## config.mk

```make
export PLATFORM = sky130hd
export DESIGN_NAME = rr_arbiter
export DESIGN_NICKNAME = d
export VERILOG_FILES = /design/src/rtl/arb_pkg.sv /design/src/rtl/rr_pick.sv /design/src/rtl/rr_arbiter.sv
export SDC_FILE = /design/constraint.sdc
export NUM_CORES = 1
export LEC_CHECK = 0
export BUFFER_PORTS_ARGS = -buffer_cell sky130_fd_sc_hd__buf_2
export CAP_MARGIN = 40
export CORE_AREA = 3 3 40 42
export CTS_BUF_LIST = sky130_fd_sc_hd__clkbuf_8
export CTS_CLUSTER_SIZE = 10
export DETAILED_ROUTE_END_ITERATION = 6
export DIE_AREA = 0 0 43 45
export PLACE_DENSITY = 0.76
export SETUP_SLACK_MARGIN = 0.4
export SLEW_MARGIN = 10
export SYNTH_ARGS = -nofsm -noshare
export SYNTH_HDL_FRONTEND = slang
export SYNTH_SLANG_ARGS = --single-unit
```

## constraint.sdc

```tcl
create_clock -name clk -period 1.9 [get_ports clk]
set_input_delay 0.19 -clock clk [delete_from_list [all_inputs] [get_ports clk]]
set_output_delay 0.19 -clock clk [all_outputs]
set_load 0.05 [all_outputs]
```

## src/rtl/arb_pkg.sv

```systemverilog
`default_nettype none
// ============================================================================
// Module   : arb_pkg
// Brief    : Shared sizes and FSM state encoding for the 4-way round-robin arbiter.
// Revision : 1.0 - initial release
// ============================================================================
package arb_pkg;

   localparam int NREQ  = 4;
   localparam int IDX_W = 2;

   typedef enum logic [1:0] {
      IDLE  = 2'd0,
      GRANT = 2'd1,
      GAP   = 2'd2
   } state_t;

endpackage : arb_pkg
`default_nettype wire

```

## src/rtl/rr_pick.sv

```systemverilog
`default_nettype none
// ============================================================================
// Module   : rr_pick
// Brief    : Combinational round-robin search: first set req bit at or above ptr, mod 4.
// Revision : 1.0 - initial release
// ============================================================================
module rr_pick
   import arb_pkg::*;
(
   input  logic [NREQ-1:0]  req,
   input  logic [IDX_W-1:0] ptr,
   output logic [IDX_W-1:0] idx,
   output logic             found
);

   // Scan from the farthest offset down so the nearest hit to ptr wins.
   always_comb begin
      idx   = ptr;
      found = 1'b0;
      for (int k = NREQ - 1; k >= 0; k--) begin
         if (req[ptr + IDX_W'(k)]) begin
            idx   = ptr + IDX_W'(k);
            found = 1'b1;
         end
      end
   end

endmodule : rr_pick
`default_nettype wire

```

## src/rtl/rr_arbiter.sv

```systemverilog
`default_nettype none
// ============================================================================
// Module   : rr_arbiter
// Brief    : 4-requester round-robin arbiter, registered one-hot grant with a
//            one-cycle gap between owners. Define ARB_TIMEOUT_EN to bound grants
//            to TIMEOUT cycles.
// Revision : 1.0 - initial release
// ============================================================================
module rr_arbiter
   import arb_pkg::*;
#(
   parameter int TIMEOUT = 16
)
(
   input  logic             clk,
   input  logic             rst_n,
   input  logic [NREQ-1:0]  req,
   output logic [NREQ-1:0]  gnt,
   output logic [IDX_W-1:0] gnt_idx,
   output logic             gnt_vld,
   output logic             timeout
);

   state_t           r_state, w_state_nxt;
   logic [IDX_W-1:0] r_ptr, w_ptr_nxt;
   logic [IDX_W-1:0] r_idx, w_idx_nxt;
   logic [NREQ-1:0]  r_gnt, w_gnt_nxt;
   logic             r_vld, w_vld_nxt;
   logic             r_to, w_to_nxt;
   logic [IDX_W-1:0] w_pick;
   logic             w_found;
   logic             w_force;
   logic             w_release;

   // Legal TIMEOUT is 1..255; nothing is built for an out-of-range value.
   if (TIMEOUT < 1 || TIMEOUT > 255) begin : g_timeout_range_bad
   end

   rr_pick u_pick (
      .req   (req),
      .ptr   (r_ptr),
      .idx   (w_pick),
      .found (w_found)
   );

`ifdef ARB_TIMEOUT_EN
   localparam int CNT_W = $clog2(TIMEOUT + 1);

   logic [CNT_W-1:0] r_cnt;

   always_ff @(posedge clk or negedge rst_n) begin
      if (!rst_n) begin
         r_cnt <= '0;
      end else if (r_state == GRANT) begin
         r_cnt <= r_cnt + CNT_W'(1);
      end else begin
         r_cnt <= '0;
      end
   end

   assign w_force = (r_state == GRANT) && ((r_cnt + CNT_W'(1)) == CNT_W'(TIMEOUT));
`else
   assign w_force = 1'b0;
`endif

   assign w_release = !req[r_idx] || w_force;

   always_ff @(posedge clk or negedge rst_n) begin
      if (!rst_n) begin
         r_state <= IDLE;
         r_ptr   <= '0;
         r_idx   <= '0;
         r_gnt   <= '0;
         r_vld   <= 1'b0;
         r_to    <= 1'b0;
      end else begin
         r_state <= w_state_nxt;
         r_ptr   <= w_ptr_nxt;
         r_idx   <= w_idx_nxt;
         r_gnt   <= w_gnt_nxt;
         r_vld   <= w_vld_nxt;
         r_to    <= w_to_nxt;
      end
   end

   // The single GAP cycle also arbitrates (from the advanced ptr), so a waiting
   // requester sees exactly one idle grant cycle after a release.
   always_comb begin
      w_state_nxt = r_state;
      w_ptr_nxt   = r_ptr;
      w_idx_nxt   = r_idx;
      w_gnt_nxt   = r_gnt;
      w_vld_nxt   = r_vld;
      w_to_nxt    = 1'b0;
      case (r_state)
         IDLE, GAP: begin
            if (w_found) begin
               w_state_nxt = GRANT;
               w_idx_nxt   = w_pick;
               w_gnt_nxt   = NREQ'(1) << w_pick;
               w_vld_nxt   = 1'b1;
            end else begin
               w_state_nxt = IDLE;
            end
         end
         GRANT: begin
            if (w_release) begin
               w_state_nxt = GAP;
               w_gnt_nxt   = '0;
               w_vld_nxt   = 1'b0;
               w_ptr_nxt   = r_idx + IDX_W'(1);
               w_to_nxt    = w_force && req[r_idx];
            end
         end
         default: begin
            w_state_nxt = IDLE;
            w_gnt_nxt   = '0;
            w_vld_nxt   = 1'b0;
         end
      endcase
   end

   assign gnt     = r_gnt;
   assign gnt_idx = r_idx;
   assign gnt_vld = r_vld;
   assign timeout = r_to;

endmodule : rr_arbiter
`default_nettype wire
```

# Word-level counts from Yosys, hierarchy flattened
# Cells that the tools add are included.
# totals
ff_bits	11
inputBits	6
word_cells	52
# op_classes
addsub	4
order_cmp	5
n_eq_ne	4
n_shift	1
mux	27
bitwise_logic	1
n_reduce_logical	5
# ops
cell	count
2-bit by 3-bit < comparator with 1-bit output, second input constant	5
1-bit 2-to-1 mux	12
1-bit binary-select mux with 2-bit select	5
2-bit 2-to-1 mux	5
4-bit 2-to-1 mux	2
4-bit case mux with 2 select lines	1
2-bit AND reduction	3
2-bit by 1-bit adder with 2-bit output, second input constant	2
2-bit adder, second input constant	2
2-bit case mux with 2 select lines	1
1-bit by 2-bit left shift with 4-bit output, first input constant	1
2-bit by 1-bit equality test with 1-bit output, second input constant	1
2-bit equality test, second input constant	1
2-bit logical NOT	1
2-bit by 1-bit != test with 1-bit output, second input constant	1
2-bit != test, second input constant	1
1-bit case mux with 2 select lines	1
2-bit OR reduction	1
1-bit inverter	1

# Logic depth before layout (Yosys ltp)
# depth
ltp_word	10
mapped_depth	4
ltp_nobuf	4

# Modules after synthesis
# A second synthesis with hierarchy kept.
# unflattened
hier_cells	73
hier_area_um2	720.7
# modules_own_cells
module	n_inst	cells_per_inst	area_per_inst_um2
rr_arbiter	1	57	620.6
rr_pick	1	16	100.1

# Worst setup path before layout
# No wires, ideal clock.
# synth_timing
path_type	register to register
from	reg r_idx[1] (netlist: gnt_idx[1])
to	reg r_gnt[1] (netlist: gnt[1])
setup_ns	0.121
arrival_ns	1.667
t_required_ns	1.779
setup_slack_ns	0.112
path_stages_with_launch	5
path_cell_list	dfrtp_1 -> mux4_2 -> nand3b_1 -> o21ai_2 -> a22o_1
# synth_between
elab_chain_cells	4
# synth_rtl
item	line_no	source
start: declaration	rr_arbiter.sv:26	logic [IDX_W-1:0] r_idx, w_idx_nxt;
start signal: assignment	rr_arbiter.sv:79	r_idx <= w_idx_nxt;
1-bit binary-select mux with 2-bit select	--	
1-bit 2-to-1 mux (implied by the code)	rr_arbiter.sv:66	assign w_release = !req[r_idx] || w_force;
2-bit != test (no line)	--	
2-bit AND reduction (no line)	--	
end signal: assignment	rr_arbiter.sv:80	r_gnt <= w_gnt_nxt;
end: declaration	rr_arbiter.sv:27	logic [NREQ-1:0] r_gnt, w_gnt_nxt;
# Every way passes these cells. The select of a mux whose other input is x is not followed.
# A chain may end at the register's enable or synchronous reset.

# Final worst setup path
# Same ends and word-level chain as after synthesis.

==> flow_summary.json <==
{
  "ff2ff_path_depth": 4,
  "crit_arrival_ps": 1590,
  "finalHoldViolCount": 0,
  "grt_max_degree": 12,
  "drc": 0,
  "reg2reg_from": "gnt_idx[1]$_DFFE_PN0P_",
  "drt-met1-wl_um": 567,
  "p_leak_nw": 0.3372,
  "hold_path.class": "in2async",
  "reg2reg_to": "gnt[1]$_DFFE_PN0P_",
  "yosysSeqAreaShare_pct": 47.52,
  "grt_pass1_wl_um": 2001,
  "drt_iter0_drc": 17,
  "fp.dieW_um": 43,
  "dieArea_sq_mm": 0.001935,
  "fin_hold_ws_ps": 350.9,
  "vias_per_cell": 5.518,
  "worst_setup_path_start_kind": "flop",
  "setup_ws_ps": 430.2,
  "routed_wl_um": 1188,
  "io_buffers": 12,
  "timing.setup.tns_ps": 0,
  "regArea_sq_um": 276.5,
  "core_sq_mm": 0.001285,
  "clock_latency_ps": 230,
  "setup.worst_path.start": "gnt_idx[1]$_DFFE_PN0P_",
  "yosys_register_bits": 11,
  "tritoncts.num_buffers": 3,
  "r2r_slack_ps": 430,
  "antenna_found_initial": 0,
  "setup_viol": 0,
  "die-height_um": 45,
  "grt_pass1_vias": 439,
  "grt_util_all_layers_pct": 14.25,
  "gp_congestion": 0.7875,
  "tritoncts": "done",
  "num_vias": 469,
  "path_class": "reg2reg",
  "fin_cells": 85,
  "slew_violations": 0,
  "hpwl_um": 823.5,
  "n_antenna_cell": 0,
  "synth_nets": 59,
  "status": "completed",
  "clkTransAtPathRegs_ps": 50,
  "root_buffer": "clkbuf_8",
  "layout-drive-gt1-share_pct": 32.86,
  "h-tree-depth": 1,
  "irDropWorstVdd_mv": 0.9813,
  "fin_nets": 77,
  "yosys_warnings": 0,
  "cp-end-kind": "flop",
  "crit_path_max_fanout": 5,
  "rows": 13,
  "wl_met3_um": 111,
  "overflow": 0,
  "yosysUniqueCellTypes": 28,
  "syn2layout_area_growth_pct": 23.33,
  "cp_data_required_time_ps": 2020,
  "fillers": 117,
  "syn_inst": 53,
  "drv_cap": 0,
  "period_needed_ps": 1470,
  "max_freq_mhz": 680.4,
  "cts_max_path_buffers": 2,
  "drt-wirelength-per-cell_um": 13.98,
  "start_util_pct": 45.08,
  "top_layer": "met4",
  "dp_cells": 79,
  "first_pass_iters": 4,
  "num_io_pins": 14,
  "pre_cts_slack_ps": 424.0,
  "avgSynthCellArea_sq_um": 10.93,
  "post-route-period-util_pct": 77.36,
  "power.density_mw_per_mm2": 1972,
  "crit_end": "gnt[1]$_DFFE_PN0P_",
  "multi_input_area_sq_um": 289.0,
  "rsz0062_at_grt": "false",
  "final_antenna_net_count": 0,
  "syn-cell-area_sq_um": 579.3,
  "ctsResizeCount": 0,
  "dr_wl_met2_um": 505,
  "clkSinkCount": 11,
  "clock_skew_ps": 2.058
}
-- registers in the layout (all words and copies together), names as in the netlist --
signal and cells:
r_state 2, gnt 4, gnt_idx 2, r_ptr 2
gnt_vld 1
-- per-layer routing --
layer  vias up  global-route usage [%]
met5         -                       0
met2        21                   20.66
met3         2                   3.187
met1       220                   20.10
li1        226                       -
met4         0                   7.229
-- final cells by class --
| cell class | count | share of cell area, % |
|---|---|---|
| flip-flops and latches | 11 | 38.70 |
| well taps | 15 | 2.627 |
| clock buffers | 3 | 5.779 |
| clock inverters | 1 | 0.5254 |
| inverters | 2 | 1.051 |
| repair buffers | 14 | 10.86 |
| multi-input cells | 39 | 40.46 |
-- cell usage after synthesis --
master      n  area, sq um
o21ai_2     1        8.760
or2_4       1        8.760
o31ai_1     1        7.510
o21bai_1    1        7.510
o2bb2ai_1   2        17.52
nor4_1      1        6.260
conb_1      1        3.750
nand2b_1    2        12.51
a21oi_1     6        30.03
dfrtp_1    11        275.3
mux4_2      1        22.52
a21boi_0    1        7.510
o22a_1      2        17.52
nor2_1      3        11.26
nor4_2      1        12.51
xnor2_1     1        8.760
a22o_1      2        17.52
nand3b_1    1        7.510
or2_2       1        6.260
inv_1       2        7.510
o22ai_1     1        6.260
nor3b_1     1        7.510
nand2_1     2        7.510
buf_4       1        7.510
a21o_1      2        15.01
o21ai_0     1        5.000
nor3b_4     1        18.77
or2b_1      2        15.01
-- logic make-up (layout without fill, tap and decap cells) --
logic type / after synthesis / after routing / share of synthesized area (%)
other cells: 1 / 1 / 0.6473
buf+inv: 3 / 20 / 2.593
compound gates: 20 / 20 / 24.19
xor+xnor: 1 / 1 / 1.512
mux: 1 / 1 / 3.887
simple gates: 16 / 16 / 19.66
flops: 11 / 11 / 47.52
-- worst max-delay path, cell delays in order, from the launching register on --
cell	delay, ps
dfrtp_2	360
mux4_2	540
nand3b_1	160
o21ai_2	100
a22o_1	190
-- metrics by stage --
step                power, mW  utilization [%]  instance area, sq um
finish                  1.409            55.60                 714.4
global route            1.493            55.60                 714.4
CTS                     1.415            55.60                 714.4
detailed placement      1.162            50.73                 651.9
global placement        1.159            50.73                 651.9
floorplan               1.008                -                 580.6
-- timing repair --
action | in CTS | in global routing
setup buffers | 1 | 0
hold buffers | 1 | 0
endpoints found under the hold margin | 11 | 0
setup endpoints to repair | 3 | 0
-- cells in the final DEF, fill, tap and decap left out, types with 2 or more instances in the layout --
cell,synthesis,routed
a21o_1,2,2
a21oi_1,6,6
a22o_1,2,2
buf_2,0,12
clkbuf_8,0,3
dfrtp_1,11,10
inv_1,2,3
nand2_1,2,2
nand2b_1,2,2
nor2_1,3,3
o22a_1,2,2
o2bb2ai_1,2,2
or2b_1,2,2
-- where the power goes --
part / internal [mW] / switching (mW) / leakage (nW)
clock network: 0.141 / 0.0813 / 0.0269
logic: 0.258 / 0.469 / 0.175
registers: 0.348 / 0.111 / 0.135
total: 0.748 / 0.661 / 0.337
-- how the worst min path moves through the flow --
stage                     startpoint                endpoint  slack, ps  cells after the start
after floorplan                rst_n      gnt[0]$_DFFE_PN0P_       -110                      0
after global placement         rst_n    r_ptr[0]$_DFFE_PN0P_         70                      1
after detailed placement       rst_n    r_ptr[0]$_DFFE_PN0P_         60                      1
after CTS                      rst_n      gnt[3]$_DFFE_PN0P_        360                      2
after global routing           rst_n  r_state[0]$_DFFE_PN0P_        390                      2
final                          rst_n  r_state[0]$_DFFE_PN0P_        350                      2
Power figures use the tool's default switching activity.
